==> src/rtl/sound_bus_mixer.sv <==
// rtl/sound_bus_mixer.sv - multi-POKEY bus decode, gain registers and soft-mute audio mixer
// Optional readback of latch/gain registers: define SOUND_READBACK_EN.
module sound_bus_mixer #(
  parameter int                NUM_CH       = 2,
  parameter int                CH_W         = 4,
  parameter int                OUT_W        = 8,
  parameter int                ADDR_W       = 16,
  parameter logic [ADDR_W-1:0] POKEY_BASE   = 16'h1820,
  parameter logic [ADDR_W-1:0] POKEY_STRIDE = 16'h0010,
  parameter logic [ADDR_W-1:0] LATCH_ADDR   = 16'h1840,
  parameter logic [ADDR_W-1:0] GAIN_BASE    = 16'h1850
) (
  input  logic                   clk,
  input  logic                   rst_n,
  input  logic                   sample_en,
  input  logic                   we,
  input  logic                   re,
  input  logic [ADDR_W-1:0]      addr,
  input  logic [7:0]             wdata,
  output logic [7:0]             rd_data,
  output logic [NUM_CH-1:0]      pokey_cs_n,
  input  logic [NUM_CH*CH_W-1:0] ch_audio,
  output logic [OUT_W-1:0]       audio_out,
  output logic                   audio_valid,
  output logic                   audiosel,
  output logic                   amp_on
);

  localparam int          SUM_W   = CH_W + 4 + $clog2(NUM_CH);
  localparam logic [31:0] SAT_MAX = (32'd1 << OUT_W) - 32'd1;

  typedef enum logic [1:0] {MUTED, RAMP_UP, ACTIVE, RAMP_DOWN} ramp_state_t;

  logic [7:0]             latch;
  logic [3:0]             gain [NUM_CH];
  logic [NUM_CH*CH_W-1:0] ch_q;
  logic [CH_W+3:0]        p_q [NUM_CH];
  logic                   v0_q, v1_q;
  logic [SUM_W-1:0]       sum_c;
  logic [OUT_W-1:0]       sat_c;
  logic [OUT_W+4:0]       prod_c;
  ramp_state_t            state_q, state_d;
  logic [4:0]             level_q, level_d;

  // Chip-select windows: offset from each window base, unsigned, must fall below 16
  always_comb begin
    logic [ADDR_W-1:0] off;
    off = '0;
    pokey_cs_n = '1;
    for (int i = 0; i < NUM_CH; i++) begin
      off = addr - (POKEY_BASE + ADDR_W'(i) * POKEY_STRIDE);
      pokey_cs_n[i] = !(off < ADDR_W'(16));
    end
  end

  // Bus writes into the output latch and the per-channel gain registers
  always_ff @(posedge clk or negedge rst_n) begin
    if (!rst_n) begin
      latch <= 8'h00;
      for (int i = 0; i < NUM_CH; i++) gain[i] <= 4'hF;
    end else if (we) begin
      if (addr == LATCH_ADDR) latch <= wdata;
      for (int i = 0; i < NUM_CH; i++)
        if (addr == GAIN_BASE + ADDR_W'(i)) gain[i] <= wdata[3:0];
    end
  end

  assign audiosel = latch[0];

  // Sum of gained channels, clipped to the output range
  always_comb begin
    sum_c = '0;
    for (int i = 0; i < NUM_CH; i++) sum_c = sum_c + SUM_W'(p_q[i]);
    sat_c  = (32'(sum_c) > SAT_MAX) ? OUT_W'(SAT_MAX) : OUT_W'(sum_c);
    prod_c = (OUT_W+5)'(sat_c) * (OUT_W+5)'(level_q);
  end

  // Pipeline: capture on tick, gain multiply, then sum/saturate/ramp-scale into audio_out
  always_ff @(posedge clk or negedge rst_n) begin
    if (!rst_n) begin
      ch_q        <= '0;
      for (int i = 0; i < NUM_CH; i++) p_q[i] <= '0;
      v0_q        <= 1'b0;
      v1_q        <= 1'b0;
      audio_valid <= 1'b0;
      audio_out   <= '0;
    end else begin
      if (sample_en) ch_q <= ch_audio;
      for (int i = 0; i < NUM_CH; i++)
        p_q[i] <= (CH_W+4)'(ch_q[i*CH_W +: CH_W]) * (CH_W+4)'(gain[i]);
      v0_q        <= sample_en;
      v1_q        <= v0_q;
      audio_valid <= v1_q;
      if (v1_q) audio_out <= OUT_W'(prod_c >> 4);
    end
  end

  // Ramp state and level register
  always_ff @(posedge clk or negedge rst_n) begin
    if (!rst_n) begin
      state_q <= MUTED;
      level_q <= 5'd0;
    end else begin
      state_q <= state_d;
      level_q <= level_d;
    end
  end

  // Ramp next state: one level step per tick toward full scale or silence
  always_comb begin
    state_d = state_q;
    level_d = level_q;
    if (sample_en) begin
      case (state_q)
        MUTED: if (latch[5]) begin
          state_d = RAMP_UP;
          level_d = 5'd1;
        end
        RAMP_UP: if (latch[5]) begin
          level_d = level_q + 5'd1;
          state_d = (level_q == 5'd15) ? ACTIVE : RAMP_UP;
        end else begin
          level_d = level_q - 5'd1;
          state_d = (level_q == 5'd1) ? MUTED : RAMP_DOWN;
        end
        ACTIVE: if (!latch[5]) begin
          state_d = RAMP_DOWN;
          level_d = 5'd15;
        end
        RAMP_DOWN: if (!latch[5]) begin
          level_d = level_q - 5'd1;
          state_d = (level_q == 5'd1) ? MUTED : RAMP_DOWN;
        end else begin
          level_d = level_q + 5'd1;
          state_d = (level_q == 5'd15) ? ACTIVE : RAMP_UP;
        end
        default: begin
          state_d = MUTED;
          level_d = 5'd0;
        end
      endcase
    end
  end

  // Ramp outputs: amplifier powered whenever any level is applied
  always_comb begin
    amp_on = (level_q != 5'd0);
  end

`ifdef SOUND_READBACK_EN
  logic [7:0] rd_c;

  // Readback mux over latch and gain registers; unmapped addresses read zero
  always_comb begin
    rd_c = 8'h00;
    if (addr == LATCH_ADDR) rd_c = latch;
    for (int i = 0; i < NUM_CH; i++)
      if (addr == GAIN_BASE + ADDR_W'(i)) rd_c = {4'h0, gain[i]};
  end

  // Read data registered one clock after the read strobe
  always_ff @(posedge clk or negedge rst_n) begin
    if (!rst_n) rd_data <= 8'h00;
    else if (re) rd_data <= rd_c;
  end
`else
  logic unused_ok;
  assign unused_ok = ^{re, latch};
  assign rd_data   = 8'h00;
`endif

endmodule

==> config.mk <==
export PLATFORM = sky130hd
export DESIGN_NAME = sound_bus_mixer
export DESIGN_NICKNAME = d
export VERILOG_FILES = /design/src/rtl/sound_bus_mixer.sv
export SDC_FILE = /design/constraint.sdc
export NUM_CORES = 1
export LEC_CHECK = 0
export ABC_AREA = 1
export BUFFER_PORTS_ARGS = -buffer_cell sky130_fd_sc_hd__buf_2
export CAP_MARGIN = 0
export CORE_MARGIN = 5
export CORE_UTILIZATION = 40
export DETAILED_ROUTE_END_ITERATION = 8
export GPL_TIMING_DRIVEN = 0
export PLACE_DENSITY = 0.71
export RECOVER_POWER = 25
export SYNTH_ARGS = -nofsm -noshare
export SYNTH_HDL_FRONTEND = slang
export SYNTH_SLANG_ARGS = --single-unit
==> constraint.sdc <==
create_clock -name clk -period 6.1 [get_ports clk]
set_input_delay 1.525 -clock clk [delete_from_list [all_inputs] [get_ports clk]]
set_output_delay 1.525 -clock clk [all_outputs]
set_load 0.03 [all_outputs]
After elaboration in Yosys (flattened, before gate mapping)
Index checks and enable logic that the tools add are counted.

storage, ports and cells
  register bits = 56
  latch bits = 0
  bits in writable memories = 0
  memory bits (read-only) = 0
  output and inout port bits = 21
  memories kept = 0

operators by class
  add/subtract/negate cells = 5
  $mul = 3
  divide/modulo/power cells = 0
  $lt $le $gt $ge = 3
  equal/unequal tests = 10
  shifts and indexed selects = 0
  multiplexer cells = 11
  bitwise gates (word level) = 0
  reduce and logical (&&, ||, !) cells = 9

operators by type and width
  kind                                                                    number
  16-bit by 13-bit == test with 1-bit output (second input constant)      3
  16-bit by 5-bit < comparator with 1-bit output (second input constant)  2
  16-bit by 13-bit subtractor with 16-bit output (second input constant)  2
  4-bit by 4-bit multiplier with 8-bit output                             2
  5-bit 2-to-1 mux                                                        3
  5-bit case mux with 3 select lines                                      1
  8-bit by 5-bit multiplier with 12-bit output                            1
  2-bit 2-to-1 mux                                                        5
  8-bit by 8-bit adder with 9-bit output                                  1
  9-bit by 8-bit > comparator with 1-bit output (second input constant)   1
  8-bit 2-to-1 mux                                                        1
  2-bit case mux with 3 select lines                                      1
  2-bit AND reduction                                                     3
  5-bit by 1-bit adder with 5-bit output (second input constant)          1
  5-bit by 1-bit == test with 1-bit output (second input constant)        1
  5-bit by 4-bit == test with 1-bit output (second input constant)        1
  5-bit nonzero test                                                      1
  5-bit by 1-bit subtractor with 5-bit output (second input constant)     1
  2-bit == test (second input constant)                                   2
  2-bit inequality test (second input constant)                           2
  3-bit AND reduction                                                     1
  2-bit by 1-bit == test with 1-bit output (second input constant)        1
  1-bit zero test                                                         2
  2-bit zero test                                                         1
  2-bit OR reduction                                                      1

Depth between registers and ports, before layout
Gate-level depths: netlist of run 1.

  depth in word-level cells = 4
  mapped depth = 27
  mapped depth without buffers = 27

Worst setup path before layout of run 1
Ideal clock, no wire load.

  kind = reg2reg
  start point = register p_q[0] in the netlist's numbering
  end point = register audio_out[3]
  library setup time = 0.117 ns
  arrival = 4.345 ns
  slack = 1.637 ns
  cell stages (with the launch flop) = 24
  buffers on the path = 0
  clock period less this slack = 4.463 ns
  cells stage by stage = dfrtp_1 ha_1 inv_1 fa_1 inv_1 nand3_1 nand2_2 nand2_2 nand2_1 inv_1 o21ai_0 nand2_1 fa_1 fa_1 fa_1 inv_1 ha_1 a21oi_1 nor2_1 a211oi_1 nand2_1 or2_2 nand3_1 nand2_1

on the way
  longest elaborated chain between the ends = 4

RTL lines
  element                                           RTL line  RTL
  start, declared                                   37        logic [CH_W+3:0] p_q [NUM_CH];
  start signal, assigned by index                   90        p_q[i] <= (CH_W+4)'(ch_q[i*CH_W +: CH_W]) * (CH_W+4)'(gain[i]);
  8-bit by 8-bit adder with 9-bit output (*)        73        for (int i = 0; i < NUM_CH; i++) sum_c = sum_c + SUM_W'(p_q[i]);
  9-bit by 8-bit > comparator with 1-bit output     74        sat_c = (32'(sum_c) > SAT_MAX) ? OUT_W'(SAT_MAX) : OUT_W'(sum_c);
  8-bit 2-to-1 mux (*)                              74
  8-bit by 5-bit multiplier with 12-bit output (*)  75        prod_c = (OUT_W+5)'(sat_c) * (OUT_W+5)'(level_q);
  end signal, assigned                              94        if (v1_q) audio_out <= OUT_W'(prod_c >> 4);
  end, declared                                     23        output logic [OUT_W-1:0] audio_out,

Mark *: on every way between the ends. The rest lies on a longest branch, timed or not.
A chain may end at the register's enable or synchronous reset.

Worst setup path after layout of run 1
  start point = register p_q[0] in the netlist's numbering
  end point = register audio_out[7]

Same word-level chain as after synthesis.

==> flow_summary.toml, run 1 <==
[clocking]
clk_pin_slew_ps = 70
post_cts_buffers = 0
ctsHoldBuffers = 0
clk_path_buf_depth = 2
cts_sinks = 52
cts-htree-levels = 2
cts_resized = 0
cts_buffers = 5
cts_tree = "built"
worstSkewPairLatency_ps = 300
cts.root.buffer_cell = "clkbuf_16"

[placement]
port_buffers = 45
placed_area_um2 = 5000
place.gp.congestion = 0.886
dp_cells = 770
dpl.hpwl_mm = 7.29

[pwr]
leakage_nw = 3.14
power_uw = 901
peakVddDrop_v = 0.000133
power_density_nw_per_um2 = 175

[drt]
drtIter0Drc = 132
routed_via_density = 4.81
ant_nets = 0
drt-total-wl_mm = 8.78
drc = 0
dr.pass1.iters = 5
wl_met2_mm = 4.47
vias = 3745
wl_met1_mm = 3.86
wl_per_cell_um = 11.3
highest_layer = "met4"
wl_met3_um = 317

[setup_path]
cp_max_fo = 6
reg2reg_depth = 24
start_kind = "flip-flop"
reg2reg_setup_slack_ps = 1280
endpoint_kind = "flip-flop"
critPathArrivalTime_ps = 5010
r2r_end = "audio_out[7]"
reg2reg_from = "p_q[0]"
required_ps = 6290
worst-setup-path-type = "reg -> reg"

[die]
die_x_um = 117
core_um2 = 11300
io_pins = 58
dieArea_um2 = 13700
die_y_um = 117
core.rowCount = 39
initial_utilization = 0.404

[timing]
hold_violations = 0
setup-violations-final = 0
worst_pin_slew_ps = 2720
slew_headroom = -0.811
rsz0062_at_grt = "no"
period_minus_slack_ps = 4820
fmax_ghz = 0.207
tns_ps = 0
fin_crit_sh = 0.791
fin_skew_ps = 5.52
maxSlewViolCount = 53

[cells_and_area]
drive_gt1_frac = 0.128
area_growth_pct = 12.4
n_antenna_cell = 0
fin_cells = 778
finalInstanceArea_um2 = 5140
final_nets = 753

[logic_synthesis]
synth.yosys.warnings = 0
yosys.cell_types.count = 40
yosysSeqAreaShare = 0.287
synth_area_um2 = 4570
netlist_instances = 575
ys_ff_latch = 52
syn_area_per_cell_um2 = 7.95
async_flop_share = 1.00
synth_ff_type = "dfrtp_1"
synth_edf_count = 0

[run_status]
outcome = "complete, but fails checks"
violations = "capacitance limit, slew limit"

[min_path]
hold_path.class = "reg -> reg"
hold_path_depth = 0
hold_start = "v0_q"
whs_endpoint = "v1_q"

[global_route]
overflow = 0
grt_pass1_vias = 3808
grt_max_degree = 53
grt_usage = 0.141
grt_pass1_wl_mm = 15.8
grt_antenna_before_repair = 0

[run]
timing.max_cap.violations = 1
[per-layer routing]
layer,GRT usage,vias to the layer above
met3,0.0237,10
met5,0,-
li1,-,1903
met1,0.175,1764
met2,0.250,68
met4,0.0443,0
[through the flow]
step / hold WS, ps / util / setup slack, ps
4_1_cts: 355 / 0.454 / 1230
5_1_grt: 382 / 0.454 / 836
3_3_place_gp: 340 / 0.442 / 1340
3_5_place_dp: 340 / 0.442 / 1240
2_1_floorplan: 331 / - / 1640
6_report: 351 / 0.454 / 1280
[how the worst max path moves through the flow]
stage	end	from	slack (ps)	depth (start not counted)
floorplan	audio_out[3]	p_q[0]	1640	23
global placement	audio_out[7]	p_q[0]	1340	24
detailed placement	audio_out[7]	p_q[0]	1240	24
CTS	audio_out[7]	p_q[0]	1230	24
global route	audio_out[7]	p_q[0]	840	24
finish	audio_out[7]	p_q[0]	1280	24
[final cells by class]
type | instances | area [µm²]
clock inverter | 2 | 11.3
clock buffer | 6 | 129
multi-input combinational | 402 | 2770
fill | 1120 | 6180
inverter | 113 | 424
buffer | 15 | 88.8
sequential | 52 | 1310
tap | 143 | 179
timing repair buffer | 45 | 221
[cell usage after synthesis, types with 3 or more instances]
library cell	count	area, µm²
a21oi_1	21	105
a31oi_1	5	31.3
buf_4	8	60.1
clkbuf_1	4	15.0
dfrtp_1	44	1100
dfstp_2	8	210
fa_1	25	500
ha_1	57	713
inv_1	112	420
nand2_1	148	556
nand2_2	10	62.6
nand3_1	16	80.1
nand4_1	6	37.5
nor2_1	24	90.1
nor3_1	7	35.0
o21ai_0	25	125
o21ai_1	3	15.0
o31ai_1	3	22.5
xnor2_1	10	87.6
xor2_1	11	96.3
[critical path, stage by stage, from the launching register on]
cell and delay (ps):
dfrtp_1 340, ha_1 160, inv_1 50, fa_1 380, inv_1 80, nand3_1 80
nand2_2 110, nand2_2 80, nand2_1 60, inv_1 80, o21ai_0 220, nand2_1 130
fa_1 490, fa_1 530, fa_1 540, inv_1 40, ha_1 340, a21oi_1 220
nor2_1 60, a211oi_1 170, nand2_1 140, a21oi_1 190, nand3_1 90, nand3_1 90
nand2_1 50
[cells by family after synthesis]
| group | count (synthesis) | share of synthesized area |
|---|---|---|
| buf+inv | 128 | 0.112 |
| compound gates | 69 | 0.0878 |
| flops | 52 | 0.287 |
| simple gates | 221 | 0.204 |
| xor+xnor | 21 | 0.0402 |
| other cells | 1 | 0.000820 |
| fa+ha+maj | 82 | 0.265 |
| mux | 1 | 0.00246 |
[registers in the layout, summed over array words and instances (netlist names), named ones only]
name and cells:
p_q 16, audio_out 8, ch_q 8, gain 8
level_q 5, latch 2, audio_valid 1, state_q 1
v0_q 1, v1_q 1
[report_power, final]
part | internal (mW) | leakage, nW | switching [mW]
logic | 0.0709 | 2.41 | 0.157
registers | 0.372 | 0.661 | 0.0264
clock network | 0.151 | 0.0645 | 0.124
total | 0.594 | 3.14 | 0.307
[cell usage in the layout (no fill, tap or decap), drive strengths merged]
| master | netlist | final |
|---|---|---|
| a211oi | 2 | 2 |
| nor4 | 2 | 2 |
| buf | 11 | 53 |
| a21oi | 22 | 22 |
| clkbuf | 4 | 13 |
| fa | 25 | 25 |
| dfrtp | 44 | 44 |
| o21ai | 28 | 28 |
| o22ai | 2 | 2 |
| nor2 | 26 | 26 |
| a2bb2oi | 1 | 1 |
| conb | 1 | 8 |
| xnor2 | 10 | 10 |
| xor2 | 11 | 11 |
| inv | 112 | 112 |
| nand2 | 158 | 158 |
| a21o | 2 | 2 |
| or3 | 1 | 1 |
| mux2 | 1 | 1 |
| clkinv | 1 | 2 |
| ha | 57 | 57 |
| nand4 | 6 | 6 |
| nand3 | 17 | 17 |
| clkinvlp | 0 | 1 |
| o21bai | 2 | 2 |
| a31oi | 5 | 5 |
| dfstp | 8 | 8 |
| nand3b | 2 | 2 |
| o31ai | 4 | 4 |
| or2 | 2 | 2 |
| nor3 | 7 | 7 |
| o21a | 1 | 1 |
Power figures use the tool's default switching activity.
==> run 2: changes to the inputs <==
Settings changed: PLACE_DENSITY 0.71 to 0.73.
Clock period 6.1 ns to 4.3 ns, I/O delays scaled along.
==> run 2 against run 1 <==
Against the previous run: the flow finishes with violations (capacitance limit, slew limit, setup timing); cell count increased by 2.6%; largest power group unchanged; clock-buffer cell count unchanged; critical path type unchanged; clock power increased by 69%; maximum frequency increased by 11%; highest routed layer unchanged; non-clock buffer count increased by 20.
==> flow_summary.toml, run 2 (synthesis gave the netlist of run 1 again) <==
[global_route]
grt_pass1_vias = 3858
grt_max_degree = 53
grt_usage = 0.149
grt_antenna_before_repair = 0
grt_pass1_wl_mm = 16.6
overflow = 0

[timing]
hold_violations = 0
rsz0062_at_grt = "yes"
slew_headroom = -0.832
setup-violations-final = 3
worst_pin_slew_ps = 2750
fin_crit_sh = 1.01
tns_ps = -90.8
fin_skew_ps = 8.70
period_minus_slack_ps = 4360
holdWs_ps = 345
maxSlewViolCount = 53
fmax_ghz = 0.230
setup_slack_ps = -56.9

[pwr]
peakVddDrop_v = 0.000282
leakage_nw = 3.32
power_density_nw_per_um2 = 242
power_mw = 1.36

[clocking]
cts.root.buffer_cell = "clkbuf_16"
cts_sinks = 52
clk_path_buf_depth = 2
cts-htree-levels = 2
worstSkewPairLatency_ps = 300
clk_pin_slew_ps = 70
cts_tree = "built"
cts_buffers = 5

[setup_path]
worst-setup-path-type = "reg -> reg"
cp_max_fo = 4
endpoint_kind = "flip-flop"
critPathArrivalTime_ps = 4530
start_kind = "flip-flop"
required_ps = 4470

[placement]
port_buffers = 45
dp_cells = 770
place.gp.congestion = 0.879
placed_area_um2 = 5040
place_ws_ps = -306
dpl.hpwl_mm = 7.31

[drt]
wl_per_cell_um = 12.4
drtIter0Drc = 140
ant_nets = 0
vias = 3894
dr.pass1.iters = 4
drc = 0
drt-total-wl_mm = 9.89
routed_via_density = 4.88

[run_status]
violations = "capacitance limit, slew limit, setup timing"
outcome = "complete, but fails checks"

[die]
core_um2 = 11300
die_y_um = 117
core.rowCount = 39
dieArea_um2 = 13700
initial_utilization = 0.404
io_pins = 58
die_x_um = 117

[cells_and_area]
n_antenna_cell = 0
n_fill_cell = 1038
final_common_cell = "nand2_1"
mostFrequentLayoutCells = "nand2_1, inv_1, ha_1, dfrtp_1, buf_2"
fin_cells = 798
final_util = 0.498
area_growth_pct = 23.3
final_nets = 773
largest_reg_flops = 16
regMostFlops = "p_q"
finalInstanceArea_um2 = 5640
drive_gt1_frac = 0.243

[min_path]
hold_path.class = "reg -> reg"

[run]
timing.max_cap.violations = 1
-- run 2: cell count changes in the layout (fill, tap and decap cells not counted), sizes merged --
cell	before	now
buf	53	72
clkbuf	13	14
clkinvlp	1	0
bufinv	0	1
-- run 2: area by class of cell --
| cell class | count | area [µm²] | area share |
|---|---|---|---|
| inverter | 113 | 432 | 0.0766 |
| clock buffer | 6 | 139 | 0.0246 |
| timing repair buffer | 65 | 378 | 0.0671 |
| buffer | 15 | 88.8 | 0.0158 |
| tap | 143 | 179 | 0.0317 |
| multi-input combinational | 402 | 3070 | 0.546 |
| clock inverter | 2 | 33.8 | 0.00599 |
| sequential | 52 | 1310 | 0.233 |
-- run 2: worst max-delay path: stages (launching register included) --
cell and delay [ps]:
dfrtp_1 330, ha_2 180, inv_2 40, fa_2 350
inv_2 80, nand3_2 80, nand2_4 110, nand2_4 80
buf_6 120, nand3_4 70, nand2_2 70, fa_1 570
fa_1 460, fa_1 560, inv_2 50, ha_4 270
buf_6 110, nand2_4 50, nor2_2 110, nand2_1 70
nand2_2 110, nand2_1 60, nand2_1 70, xor2_1 160
o21ai_1 70
-- run 2: final timing paths --
path / startpoint / slack [ps] / cells past startpoint / end
worst max-delay path: p_q[0] / -60 / 24 / audio_out[5]
worst min-delay path: v0_q / 350 / 0 / v1_q
worst max register to register: p_q[0] / -60 / 24 / audio_out[5]
worst min register to register: v0_q / 350 / 0 / v1_q
max in group asynchronous: rst_n / 1080 / 1 / ch_q[6]
min in group asynchronous: rst_n / 1630 / 1 / audio_out[0]
-- run 2: what timing repair did --
item / 4_1_cts / 5_1_grt
pin swaps: 28 / 30
setup buffers: 10 / 10
resized for setup: 30 / 44
setup endpoints to repair: 4 / 7
hold buffers: 0 / 0
-- run 2: where the power goes --
part           internal, mW  switching (mW)  total [mW]
registers             0.528          0.0376       0.566
clock network         0.289           0.174       0.463
logic                0.0997           0.235       0.335
total                 0.916           0.447        1.36
-- run 2: routing by layer --
layer	vias up	track usage	wire length [µm]
li1	1938	-	-
met1	1851	0.179	4170
met2	90	0.270	5170
met3	15	0.0247	391
met4	0	0.0497	159
met5	-	0	0
==> run 3: changes to the inputs <==
Settings changed: REMOVE_ABC_BUFFERS set to 1.
==> run 3 against run 2 <==
Against the previous run: the run still ends with capacitance limit, slew limit, setup timing left; maximum frequency rose by 0.44%; clock skew decreased by 3.4 ps; combinational power decreased by 21%; sequential power up 8.3%; flip-flop and latch count unchanged; setup slack better by 19 ps; non-clock buffer count decreased by 20; register-to-register slack better by 20 ps; total power decreased by 2.7%; clock power is 3% lower; cell area down 3.9%.
==> flow_summary.toml, run 3 (synthesis gave the netlist of run 1 again) <==
[setup_path]
worst-setup-path-type = "reg -> reg"
crit_top_cell = "inv_2"
reg2reg_depth = 25
r2r_end = "audio_out[5]"
max_stage_delay_ps = 570
required_ps = 4470
endpoint_kind = "flip-flop"
slowest_stage = "fa_1"
critPathArrivalTime_ps = 4500
cp_max_fo = 4
reg2reg_from = "p_q[0]"
reg2reg_setup_slack_ps = -40
start_kind = "flip-flop"

[pwr]
power_mw = 1.33
peakVddDrop_v = 0.000307
power_density_nw_per_um2 = 245
leakage_nw = 3.18

[die]
die_y_um = 117
core_um2 = 11300
dieArea_um2 = 13700
die_x_um = 117
initial_utilization = 0.404
core.rowCount = 39
io_pins = 58

[cells_and_area]
drive_gt1_frac = 0.203
n_antenna_cell = 0
fin_cells = 778
final_common_cell = "nand2_1"
mostFrequentLayoutCells = "nand2_1, inv_1, ha_1, dfrtp_1, buf_2"
area_growth_pct = 18.5
largest_reg_flops = 16
n_fill_cell = 1075
regMostFlops = "p_q"
final_nets = 753

[timing]
setup_slack_ps = -37.8
worst_pin_slew_ps = 2640
hold_violations = 0
setup-violations-final = 2
holdWs_ps = 351
fin_crit_sh = 1.01
maxSlewViolCount = 53
period_minus_slack_ps = 4340
rsz0062_at_grt = "yes"
fmax_ghz = 0.231
slew_headroom = -0.761
fin_skew_ps = 5.34

[min_path]
hold_path_depth = 0
hold_path.class = "reg -> reg"
whs_endpoint = "v1_q"
hold_start = "v0_q"

[drt]
wl_per_cell_um = 12.2
drtIter0Drc = 179
drt-total-wl_mm = 9.51
ant_nets = 0
routed_via_density = 4.96
vias = 3855
drc = 0
dr.pass1.iters = 4

[clocking]
cts_sinks = 52
cts_tree = "built"
cts.root.buffer_cell = "clkbuf_16"
cts-htree-levels = 2
cts_buffers = 5
worstSkewPairLatency_ps = 290
clk_path_buf_depth = 2
clk_pin_slew_ps = 70

[run]
timing.max_cap.violations = 1

[placement]
place.gp.congestion = 0.861
port_buffers = 45
place_ws_ps = -556
dp_cells = 755
dpl.hpwl_mm = 7.26

[global_route]
grt_pass1_vias = 4011
grt_antenna_before_repair = 0
grt_usage = 0.146
grt_max_degree = 53
overflow = 0
grt_pass1_wl_mm = 16.6

[run_status]
violations = "capacitance limit, slew limit, setup timing"
outcome = "complete, but fails checks"
run 3: cell types whose count changed in the layout (fill, tap and decap cells not counted), sizes merged:
cell | before | now
buf | 72 | 56
clkbuf | 14 | 10
run 3: through the flow:
stage	area, µm²	TNS [ps]	utilization
floorplan	4510	-401	-
global route	5420	-802	0.479
CTS	5340	-34.6	0.471
detailed placement	4910	-2070	0.434
finish	5420	-44.0	0.479
global placement	4910	-1460	0.434
run 3: final cells by class:
class	instances	area [µm²]	share of cell area
Clock buffer	6	129	0.0238
Clock inverter	2	35.0	0.00647
Inverter	113	429	0.0792
Multi-Input combinational cell	402	3000	0.553
Sequential cell	52	1310	0.242
Tap cell	143	179	0.0330
Timing Repair Buffer	60	337	0.0621
run 3: power by group:
part | leakage (nW) | switching, mW | internal (mW)
registers | 0.661 | 0.0851 | 0.528
logic | 2.44 | 0.178 | 0.0870
clock network | 0.0808 | 0.175 | 0.274
run 3: repair_timing:
action                                  CTS  global route
hold buffers                              0             0
endpoints found under the setup margin    7             6
setup buffers                            12             3
endpoints found under the hold margin     0             0
pin swaps                                29            11
resized for setup                        43            13
run 3: critical path, delay by kind of cell, from the launching register on:
| family | cells | cell delay [ps] |
|---|---|---|
| adder cells (fa/ha/maj) | 6 | 2380 |
| AND/OR/NAND/NOR | 10 | 760 |
| AO/OA/AOI/OAI | 1 | 80 |
| flip-flops | 1 | 330 |
| XOR/XNOR | 2 | 260 |
| buffers and inverters | 6 | 400 |
run 3: worst max-delay path by stage:
stage,to,from,cells after the start
after floorplan,audio_out[3],p_q[0],23
after global placement,audio_out[7],p_q[0],24
after detailed placement,audio_out[7],p_q[0],24
after CTS,audio_out[7],p_q[8],26
after global routing,audio_out[5],p_q[8],25
final,audio_out[5],p_q[0],25
run 3: layer usage:
metal / share of wire / global-route usage / routed length (µm) / vias up
met5: 0 / 0 / 0 / -
met3: 0.040 / 0.0231 / 376 / 36
met4: 0.027 / 0.0520 / 259 / 0
met1: 0.43 / 0.175 / 4060 / 1813
li1: - / - / - / 1902
met2: 0.51 / 0.265 / 4820 / 104
